==> src/rtl/regf_pkg.sv <==
// Shared definitions for the GPIO-driven register bank: command opcodes,
// status word layout, version tag and snapshot FSM state encoding.
package regf_pkg;

  localparam logic [7:0] OP_RST_SOFT  = 8'h01;
  localparam logic [7:0] OP_EN_RX     = 8'h02;
  localparam logic [7:0] OP_LOG_CTRL  = 8'h03;
  localparam logic [7:0] OP_RAM_READ  = 8'h04;
  localparam logic [7:0] OP_SNAPSHOT  = 8'h05;
  localparam logic [7:0] OP_CNT_READ  = 8'h06;
  localparam logic [7:0] OP_STATUS    = 8'h07;

  localparam logic [7:0] REGF_VERSION = 8'h02;

  // Command word layout
  localparam int CMD_OP_LSB     = 24;
  localparam int CMD_STROBE_BIT = 23;
  localparam int PAY_MODE_BIT   = 16;

  // Status word layout
  localparam int ST_VER_LSB  = 24;
  localparam int ST_OP_LSB   = 16;
  localparam int ST_BIT_DONE = 2;
  localparam int ST_BIT_ERR  = 1;
  localparam int ST_BIT_WAIT = 0;

  typedef enum logic [1:0] {
    SNAP_IDLE = 2'd0,
    SNAP_WAIT = 2'd1,
    SNAP_DONE = 2'd2
  } snap_state_t;

  // Opcodes 01..07 are the only ones the bank acts on.
  function automatic logic is_known_op(input logic [7:0] op);
    return (op >= OP_RST_SOFT) && (op <= OP_STATUS);
  endfunction

endpackage

==> src/rtl/regf_snapshot.sv <==
// Counter snapshot engine: waits for a coherent counter cycle after a
// request, captures every channel's err/bit counters at once, and serves
// one GPIO-wide word of the captured values selected by {ch, type, word}.
module regf_snapshot
  import regf_pkg::*;
#(
  parameter int NBT_GPIOS = 32,
  parameter int NBT_COUNT = 64,
  parameter int N_CH      = 2
) (
  input  logic                      clk,
  input  logic                      i_reset,
  input  logic                      snap_req,
  input  logic                      cnt_valid,
  input  logic [N_CH*NBT_COUNT-1:0] accum_err,
  input  logic [N_CH*NBT_COUNT-1:0] accum_bit,
  input  logic [15:0]               sel,
  output logic [NBT_GPIOS-1:0]      rd_word,
  output logic                      busy,
  output logic                      snap_done
);

  localparam int NW = NBT_COUNT / NBT_GPIOS;
  localparam int WB = (NW > 1) ? $clog2(NW) : 0;

  snap_state_t state, state_nxt;
  logic        capture;

  logic [N_CH*NBT_COUNT-1:0] snap_err;
  logic [N_CH*NBT_COUNT-1:0] snap_bit;

  logic [15:0]          ch_field;
  logic [15:0]          word_field;
  logic                 type_bit;
  logic [NBT_COUNT-1:0] src;

  // State register; reset abandons any pending wait.
  always_ff @(posedge clk) begin
    if (i_reset) state <= SNAP_IDLE;
    else         state <= state_nxt;
  end

  // Next state and capture strobe; a request while waiting is ignored.
  always_comb begin
    state_nxt = state;
    capture   = 1'b0;
    case (state)
      SNAP_IDLE, SNAP_DONE: begin
        if (snap_req) state_nxt = SNAP_WAIT;
      end
      SNAP_WAIT: begin
        if (cnt_valid) begin
          capture   = 1'b1;
          state_nxt = SNAP_DONE;
        end
      end
      default: state_nxt = SNAP_IDLE;
    endcase
  end

  // Capture all channels in the single coherent cycle.
  always_ff @(posedge clk) begin
    if (i_reset) begin
      snap_err <= '0;
      snap_bit <= '0;
    end else if (capture) begin
      snap_err <= accum_err;
      snap_bit <= accum_bit;
    end
  end

  assign busy      = (state == SNAP_WAIT);
  assign snap_done = (state == SNAP_DONE);

  // Select layout, LSB first: word index, counter type, channel.
  assign ch_field   = sel >> (WB + 1);
  assign type_bit   = sel[WB];
  assign word_field = sel & 16'((1 << WB) - 1);

  // Word mux; an absent channel or word reads as zero.
  always_comb begin
    src     = '0;
    rd_word = '0;
    for (int c = 0; c < N_CH; c++) begin
      if (ch_field == 16'(c))
        src = type_bit ? snap_bit[c*NBT_COUNT +: NBT_COUNT]
                       : snap_err[c*NBT_COUNT +: NBT_COUNT];
    end
    for (int w = 0; w < NW; w++) begin
      if (word_field == 16'(w))
        rd_word = src[w*NBT_GPIOS +: NBT_GPIOS];
    end
  end

endmodule

==> src/rtl/gpio_reg_bank.sv <==
// GPIO-commanded register bank: decodes strobed command words into control
// registers, triggers counter snapshots, and returns a registered readback
// word from RAM, captured counters or the status word.
module gpio_reg_bank
  import regf_pkg::*;
#(
  parameter int NBT_GPIOS = 32,
  parameter int RAM_DEPTH = 32768,
  parameter int NBT_COUNT = 64,
  parameter int N_CH      = 2,
  localparam int AW       = $clog2(RAM_DEPTH)
) (
  input  logic                      clk,
  input  logic                      i_reset,
  input  logic [NBT_GPIOS-1:0]      i_gpio_to_regf,
  output logic [NBT_GPIOS-1:0]      o_regf_to_gpio,
  input  logic [N_CH*NBT_COUNT-1:0] i_accum_err,
  input  logic [N_CH*NBT_COUNT-1:0] i_accum_bit,
  input  logic                      i_cnt_valid,
  input  logic [NBT_GPIOS-1:0]      i_data_ram_for_read,
  output logic                      o_rst_soft,
  output logic                      o_en_rx_soft,
  output logic                      o_en_write,
  output logic                      o_en_read_from_ram,
  output logic [2:0]                o_data_sel_for_log,
  output logic [AW-1:0]             o_read_adrs
);

  // Command fields sit at fixed bit positions of a 32-bit word; narrower
  // or wider GPIO buses are zero-extended/kept to reach them.
  localparam int CW = (NBT_GPIOS > 32) ? NBT_GPIOS : 32;

  logic [CW-1:0] cmd_w;
  logic [7:0]    opcode;
  logic          strobe;
  logic          strobe_q;
  logic          cmd_edge;
  logic          unused_cmd_bits;

  logic          ram_mode;
  logic          cnt_mode;
  logic          status_mode;
  logic [15:0]   cnt_sel;
  logic          cmd_err;
  logic [7:0]    last_op;

  logic                 snap_req;
  logic                 snap_busy;
  logic                 snap_done;
  logic [NBT_GPIOS-1:0] cnt_word;
  logic [CW-1:0]        status_w;
  logic [NBT_GPIOS-1:0] rb;

  assign cmd_w    = CW'(i_gpio_to_regf);
  assign opcode   = cmd_w[CMD_OP_LSB +: 8];
  assign strobe   = cmd_w[CMD_STROBE_BIT];
  assign cmd_edge = strobe & ~strobe_q;
  assign snap_req = cmd_edge && (opcode == OP_SNAPSHOT) && cmd_w[0];

  // Payload bits no opcode consumes.
  assign unused_cmd_bits = ^cmd_w;

  // Command execution on the strobe rising edge only.
  always_ff @(posedge clk) begin
    if (i_reset) begin
      strobe_q           <= 1'b0;
      o_rst_soft         <= 1'b1;
      o_en_rx_soft       <= 1'b1;
      o_en_write         <= 1'b0;
      o_data_sel_for_log <= 3'd0;
      o_read_adrs        <= '0;
      ram_mode           <= 1'b0;
      cnt_mode           <= 1'b0;
      status_mode        <= 1'b0;
      cnt_sel            <= 16'd0;
      cmd_err            <= 1'b0;
      last_op            <= 8'd0;
    end else begin
      strobe_q <= strobe;
      if (cmd_edge) begin
        case (opcode)
          OP_RST_SOFT: o_rst_soft   <= cmd_w[0];
          OP_EN_RX:    o_en_rx_soft <= cmd_w[0];
          OP_LOG_CTRL: begin
            o_data_sel_for_log <= cmd_w[2:0];
            o_en_write         <= cmd_w[3];
          end
          OP_RAM_READ: begin
            o_read_adrs <= cmd_w[AW-1:0];
            ram_mode    <= cmd_w[PAY_MODE_BIT];
          end
          OP_SNAPSHOT: ;
          OP_CNT_READ: begin
            cnt_mode <= cmd_w[PAY_MODE_BIT];
            cnt_sel  <= cmd_w[15:0];
          end
          OP_STATUS: begin
            status_mode <= cmd_w[PAY_MODE_BIT];
            if (cmd_w[0]) cmd_err <= 1'b0;
          end
          default: cmd_err <= 1'b1;
        endcase
        if (is_known_op(opcode)) last_op <= opcode;
      end
    end
  end

  assign o_en_read_from_ram = ram_mode;

  regf_snapshot #(
    .NBT_GPIOS (NBT_GPIOS),
    .NBT_COUNT (NBT_COUNT),
    .N_CH      (N_CH)
  ) u_snapshot (
    .clk       (clk),
    .i_reset   (i_reset),
    .snap_req  (snap_req),
    .cnt_valid (i_cnt_valid),
    .accum_err (i_accum_err),
    .accum_bit (i_accum_bit),
    .sel       (cnt_sel),
    .rd_word   (cnt_word),
    .busy      (snap_busy),
    .snap_done (snap_done)
  );

  // Status word assembly.
  always_comb begin
    status_w                   = '0;
    status_w[ST_VER_LSB +: 8]  = REGF_VERSION;
    status_w[ST_OP_LSB +: 8]   = last_op;
    status_w[ST_BIT_DONE]      = snap_done;
    status_w[ST_BIT_ERR]       = cmd_err;
    status_w[ST_BIT_WAIT]      = snap_busy;
  end

  // Registered readback: RAM over counters over status, else zero.
  always_ff @(posedge clk) begin
    if (i_reset)          rb <= '0;
    else if (ram_mode)    rb <= i_data_ram_for_read;
    else if (cnt_mode)    rb <= cnt_word;
    else if (status_mode) rb <= status_w[NBT_GPIOS-1:0];
    else                  rb <= '0;
  end

  assign o_regf_to_gpio = rb;

endmodule

==> config.mk <==
export PLATFORM = sky130hd
export DESIGN_NAME = gpio_reg_bank
export DESIGN_NICKNAME = d
export VERILOG_FILES = /design/src/rtl/regf_pkg.sv /design/src/rtl/regf_snapshot.sv /design/src/rtl/gpio_reg_bank.sv
export SDC_FILE = /design/constraint.sdc
export NUM_CORES = 1
export LEC_CHECK = 0
export CORE_ASPECT_RATIO = 0.6
export CORE_MARGIN = 5
export CORE_UTILIZATION = 45
export DETAILED_ROUTE_END_ITERATION = 16
export PLACE_DENSITY_LB_ADDON = 0.3
export SLEW_MARGIN = 10
export SYNTH_ARGS = -nofsm -noshare
export SYNTH_HDL_FRONTEND = slang
export SYNTH_SLANG_ARGS = --single-unit
==> constraint.sdc <==
create_clock -name clk -period 3 [get_ports clk]
set_input_delay 0.6 -clock clk [delete_from_list [all_inputs] [get_ports clk]]
set_output_delay 0.6 -clock clk [all_outputs]
set_load 0.02 [all_outputs]
==> out/summary.txt <==
Status: complete, no violations
Arr. time, crit path: 2.00 ns
Minimum clock period: 2.60 ns
Number of port buffers: 370
Yosys reg bits: 340
Routed WL per cell: 19.3 µm
Nets: 2319
# clock sinks: 340
Final Hold Viols: 0
Int Pwr: 7.87 mW
First-pass iteration count of the detailed router: 5
Slowest stage cell, crit path: clkdlybuf4s50_1
WP data required: 2.40 ns
Fmax: 385 MHz
Finished Core Util: 0.630
Resized Gates After CTS: 0
Commonest non-fill, non-tap cell in the layout: nand2_1
Worst-Skew Late Latency: 0.52 ns
Crit share post-route: 0.865
Crit path kind: reg2out
Synth cell types: 49
Hold buffer count at cts: 0
Dpl hpwl: 33900 µm
Initial DRC count: 1134
Clock share of power: 0.486
Area of the core: 31000 µm²
Multi-input gate area: 6720 µm²
R2r endpoint: o_regf_to_gpio[29]
Sw Share: 0.202
R2R cell count: 4
Max Cap Viol: 0
Core Rows: 50
Power Density: 506 nW/µm²
Post-CTS setup buffers: 0
Leakage power: 6.46 nW
Pin count of the biggest net entering global routing: 134
Slew at the pin with the worst max-slew slack: 0.691 ns
Placed Instances: 2376
Hold Path Class: reg2reg
Root buffer cell: clkbuf_16
Mapped Area: 14000 µm²
Setup crit end kind: primary output
Most used DFF post-synth: dfxtp_1
Max clock buf depth: 3
Layout Cells excl Fill: 2442
Vias: 13300
Ys Warns: 0
Comb pwr share: 0.056
First-pass GRT wire length: 71300 µm
Most frequent cells in the layout: 627 x nand2_1, 369 x clkdlybuf4s50_1, 337 x dfxtp_1
Residual DRC: 0
Initial antenna violation count: 7
Cts bufs inserted: 34
Slew headroom: 0.538
Hold path endpoint: cnt_sel[4]
Setup violators final: 0
Skew final: 0.0132 ns
NetSw: 1.99 mW
Reg2reg setup slack: 0.52 ns
RePlAce Congestion: 0.898
Post-Syn Instances: 1689
IO Pins: 377
Die span in x: 238 µm
Worst r2r src: cnt_sel[11]
CTS tree: yes
Synth-to-layout area growth: 39.0%
Post-synthesis async set-or-reset flop share: 0
Hold path cells: 2
Die H: 147 µm
Seq pwr share: 0.458
Worst Hold Launch: cnt_sel[4]
Worst-path clk slew: 0.06 ns
Starting Density: 0.454
Max H-tree Level: 2
Layout cell share with drive strength beyond 1: 0.0955
GRT overflow: 0
Final WL: 47000 µm
Sequential share of the synthesized area: 0.485
Synth Net Count: 2012
Post-DRT Antenna Nets: 0
Final Max Tran Viols: 0
Fillers: 2636
Vias in the first global route: 12800
Peak supply drop: 0.340 mV
Critical path peak fanout: 47
Post-route setup TNS: 0 ns
Syn Area/Cell: 8.32 µm²
Type of origin of the critical path: flip-flop
Worst path cell trace: buf_4 -> clkdlybuf4s50_1
Vias per Instance: 5.44
EDFF count, synth: 0
RSZ-0062 raised after global routing: no
Die area: 35000 µm²
Sequential cell area: 6820 µm²
Crit path largest cell delay: 0.71 ns
Total track usage: 0.255
## layer usage
layer	track usage	part of all wire	vias up
li1	-	-	6359
met1	0.359	0.44	6347
met2	0.404	0.46	487
met3	0.0542	0.076	77
met4	0.0671	0.024	6
met5	0	0.00098	-
## sequential cells by signal, summed over array words and instances, names as in the netlist, 2 cells and up
| signal | flops |
|---|---|
| u_snapshot.snap_bit | 128 |
| o_regf_to_gpio | 32 |
| u_snapshot.snap_err | 128 |
| o_data_sel_for_log | 3 |
| u_snapshot.state | 2 |
| cnt_sel | 16 |
| last_op | 8 |
| o_read_adrs | 15 |
## worst max-delay path by stage
| stage | cells after the start | slack [ns] | to | startpoint |
|---|---|---|---|---|
| 2_1_floorplan | 4 | 0.75 | last_op[3] | i_gpio_to_regf[27] |
| 3_3_place_gp | 6 | 0.51 | last_op[6] | i_gpio_to_regf[27] |
| 3_5_place_dp | 5 | 0.47 | o_read_adrs[10] | i_gpio_to_regf[26] |
| 4_1_cts | 2 | 0.39 | o_en_read_from_ram | o_en_read_from_ram |
| 5_1_grt | 2 | 0.31 | o_en_read_from_ram | o_en_read_from_ram |
| 6_report | 2 | 0.40 | o_en_read_from_ram | o_en_read_from_ram |
## logic make-up after synthesis
| kind of cell | after synthesis | synth area share |
|---|---|---|
| multiplexers | 104 | 0.117 |
| AND/OR/NAND/NOR | 701 | 0.203 |
| AO/OA/AOI/OAI | 403 | 0.156 |
| flip-flops | 340 | 0.485 |
| buffers and inverters | 141 | 0.0387 |
## critical path: cells and delay by family, from the launching register on
family / cells / cell delay, ns
buffers and inverters: 2 / 1.13
flip-flops: 1 / 0.34
## through the flow
stage / area, µm² / hold slack (ns) / power, mW / setup WS [ns]
floorplan: 14000 / 0.426 / 4.71 / 0.752
global placement: 18200 / 0.434 / 5.17 / 0.508
detailed placement: 18200 / 0.441 / 5.17 / 0.469
CTS: 19500 / 0.445 / 9.95 / 0.389
global route: 19500 / 0.462 / 10.1 / 0.313
finish: 19500 / 0.450 / 9.87 / 0.405
## cell usage after synthesis (5+ instances only)
| master | number | area share |
|---|---|---|
| nand3b_1 | 10 | 0.0053 |
| a31oi_1 | 20 | 0.0089 |
| mux4_2 | 45 | 0.072 |
| buf_1 | 11 | 0.0029 |
| a211oi_1 | 20 | 0.011 |
| and2_1 | 5 | 0.0022 |
| clkbuf_1 | 119 | 0.032 |
| inv_1 | 5 | 0.0013 |
| o21ai_0 | 12 | 0.0043 |
| nor2_1 | 14 | 0.0037 |
| o21ai_1 | 10 | 0.0036 |
| dfxtp_1 | 340 | 0.48 |
| nor2b_1 | 7 | 0.0031 |
| a2bb2oi_1 | 7 | 0.0044 |
| a21oi_1 | 308 | 0.11 |
| mux2i_1 | 23 | 0.016 |
| buf_2 | 5 | 0.0018 |
| nand2_1 | 627 | 0.17 |
| o211ai_1 | 9 | 0.0048 |
| mux2_2 | 36 | 0.029 |
## final cells by class
class,instances,share of cell area
Multi-Input combinational cell,1208,0.344
Tap cell,416,0.0267
Clock buffer,49,0.0560
Sequential cell,340,0.349
Timing Repair Buffer,407,0.212
Clock inverter,13,0.0104
Inverter,5,0.000961
Antenna cell,4,0.000513
## power by group through the flow
stage	combinational, mW	clock, mW	sequential (mW)
after floorplan	0.0866	0	4.62
after CTS	0.556	4.88	4.52
after global placement	0.552	0	4.62
after detailed placement	0.552	0	4.62
final	0.557	4.80	4.52
after global routing	0.587	5.05	4.51
(Power assumes the default switching activity.)
==> patch (config.mk and constraints unchanged) <==
Register the inputs `i_gpio_to_regf`, `i_accum_err`, `i_accum_bit`, `i_cnt_valid` and `i_data_ram_for_read` before use, without a reset. The logic sees them one clock later.
--- a/src/rtl/gpio_reg_bank.sv
+++ b/src/rtl/gpio_reg_bank.sv
@@ -32,2 +32,16 @@
 
+  logic [NBT_GPIOS-1:0] i_gpio_to_regf_q;
+  logic [N_CH*NBT_COUNT-1:0] i_accum_err_q;
+  logic [N_CH*NBT_COUNT-1:0] i_accum_bit_q;
+  logic i_cnt_valid_q;
+  logic [NBT_GPIOS-1:0] i_data_ram_for_read_q;
+
+  always_ff @(posedge clk) begin
+    i_gpio_to_regf_q      <= i_gpio_to_regf;
+    i_accum_err_q         <= i_accum_err;
+    i_accum_bit_q         <= i_accum_bit;
+    i_cnt_valid_q         <= i_cnt_valid;
+    i_data_ram_for_read_q <= i_data_ram_for_read;
+  end
+
   logic [CW-1:0] cmd_w;
@@ -53,3 +67,3 @@
 
-  assign cmd_w    = CW'(i_gpio_to_regf);
+  assign cmd_w    = CW'(i_gpio_to_regf_q);
   assign opcode   = cmd_w[CMD_OP_LSB +: 8];
@@ -117,5 +131,5 @@
     .snap_req  (snap_req),
-    .cnt_valid (i_cnt_valid),
-    .accum_err (i_accum_err),
-    .accum_bit (i_accum_bit),
+    .cnt_valid (i_cnt_valid_q),
+    .accum_err (i_accum_err_q),
+    .accum_bit (i_accum_bit_q),
     .sel       (cnt_sel),
@@ -139,3 +153,3 @@
     if (i_reset)          rb <= '0;
-    else if (ram_mode)    rb <= i_data_ram_for_read;
+    else if (ram_mode)    rb <= i_data_ram_for_read_q;
     else if (cnt_mode)    rb <= cnt_word;
Check against the original RTL: not equivalent (a bounded check fails within 4 cycles, from zero or initial values and one cycle with i_reset high).
==> patch against the unedited design <==
Setup slack worse by 0.075 ns; power is 70% higher; clock power is 51% higher; largest power group is now registers; highest routed layer unchanged; area after synthesis is 46% higher; global-route usage is 4.8 points lower; cell area is 36% higher; maximum frequency is 2.8% lower; wire length is 14% higher; utilization is 3.8 points lower; first-iteration DRC count is 11% lower; count of clock-buffer cells in the layout is 31 higher; sequential cell count is 315 higher.
==> patch: results (changes against the unedited design) <==
Finish
  – NonClk Buf Share: 15.2% (-6.0 points)
  – # nets final: 2617 (+13%)
  – Clock buf/inv share: 7.07% (+0.43 points)
  – Fillers: 3663 (+39%)
  – Area of the multi-input gates: 0.00680 mm^2 (+1.2%)
  – Count of plain and timing-repair buffers: 400 (-1.7%)
  – Post-route cell area: 0.0266 mm^2 (+36%)
  – Seq/total area: 49.3% (+14 points)
  – Non-clock inverters: 4 (-1)
  – Non-filler cells, final: 2936 (+20%)
  – Share of cells above drive strength 1: 10.3% (+0.75 points)

STA
  – Max Fclk: 0.374 GHz (-2.8%)
  – Worst slew pin tran: 0.904 ns (+0.213 ns)
  – Worst clock skew: 0.0185 ns (+0.00534 ns)

Place
  – Post-DP Area: 0.0247 mm^2 (+36%)
  – Final HPWL DP: 36800 um (+8.5%)
  – Place WS: 0.719 ns (+0.251 ns)
  – Gpl congestion: 0.825 (-8.1%)
  – DP Cell Count: 2824 (+19%)

Worst setup path
  – Critical R2R Launch: cnt_sel[3]
  – R2R setup slack: 0.67 ns (+0.15 ns)
  – Slowest stage cell on the critical path: dfxtp_2
  – Critical path data arrival time: 2.07 ns (+0.07 ns)
  – Crit path max-delay family: flip-flops
  – R2R Path End: o_regf_to_gpio[1]
  – FF-to-FF path depth: 5 (+1)
  – Slowest stage delay, CP: 0.74 ns (+0.03 ns)

Power
  – Comb pwr share: 3.2% (-2.4 points)
  – Pwr per Cell Area: 631 mW/mm^2 (+25%)
  – Clk pwr share: 43.2% (-5.4 points)
  – Pwr top: registers

Global routing
  – Met2 Use GR: 35.6% (-4.8 points)
  – Vias in the first global route: 15100 (+18%)
  – GR Layer Usage met1: 26.9% (-9.0 points)
  – Met3 Track Usage GR: 4.58% (-0.85 points)
  – First-pass GRT wire length: 82900 um (+16%)
  – All-Layer GR Usage: 20.8% (-4.8 points)

Synth
  – Synth Area in Compound Gates: 9.71% (-5.9 points)
  – Yosys cell types: 47 (-4.1%)
  – Synth Instances: 1969 (+17%)
  – Mux share of post-synthesis cell area: 9.79% (-2.0 points)
  – Synth cell count leaders: dfxtp_1, nand2_1, a21oi_1
  – Sequential-to-total area share from yosys stat: 64.1% (+16 points)
  – Syn Nets: 2292 (+14%)

Outcome
  – Status: completed

Route
  – Routed len/inst: 18.3 um (-5.1%)
  – Routed wl met3: 3170 um (-11%)
  – Routed length on met2: 26200 um (+22%)
  – M1 WL: 23100 um (+11%)
  – Number of vias per cell: 4.99 (-8.1%)

Clocking
  – Clock insertion delay at the later pin of the skew report: 0.59 ns (+0.07 ns)
  – Total CTS buffers: 57 (+68%)
==> patch: cell count changes in the layout (fill, tap and decap cells not counted), sizes merged, moves of 7 or more <==
cell,unedited run,this run
nand2,627,571
dfxtp,340,655
clkinv,4,20
clkbuf,49,80
nor2,14,46
mux2i,23,56
a21oi,308,296
a31oi,20,4
buf,38,31
==> patch: how the worst min path moves through the flow <==
stage / to / startpoint / slack, ns / depth (start not counted)
after CTS: u_snapshot.snap_bit[33] / i_reset / 0.37 / 2
after detailed placement: o_regf_to_gpio[13] / i_data_ram_for_read_q[13] / 0.42 / 2
after global routing: i_accum_err_q[85] / i_accum_err[85] / 0.41 / 1
after global placement: o_regf_to_gpio[10] / i_data_ram_for_read_q[10] / 0.41 / 2
after floorplan: o_regf_to_gpio[10] / i_data_ram_for_read_q[10] / 0.40 / 2
final: u_snapshot.snap_bit[33] / i_reset / 0.38 / 2
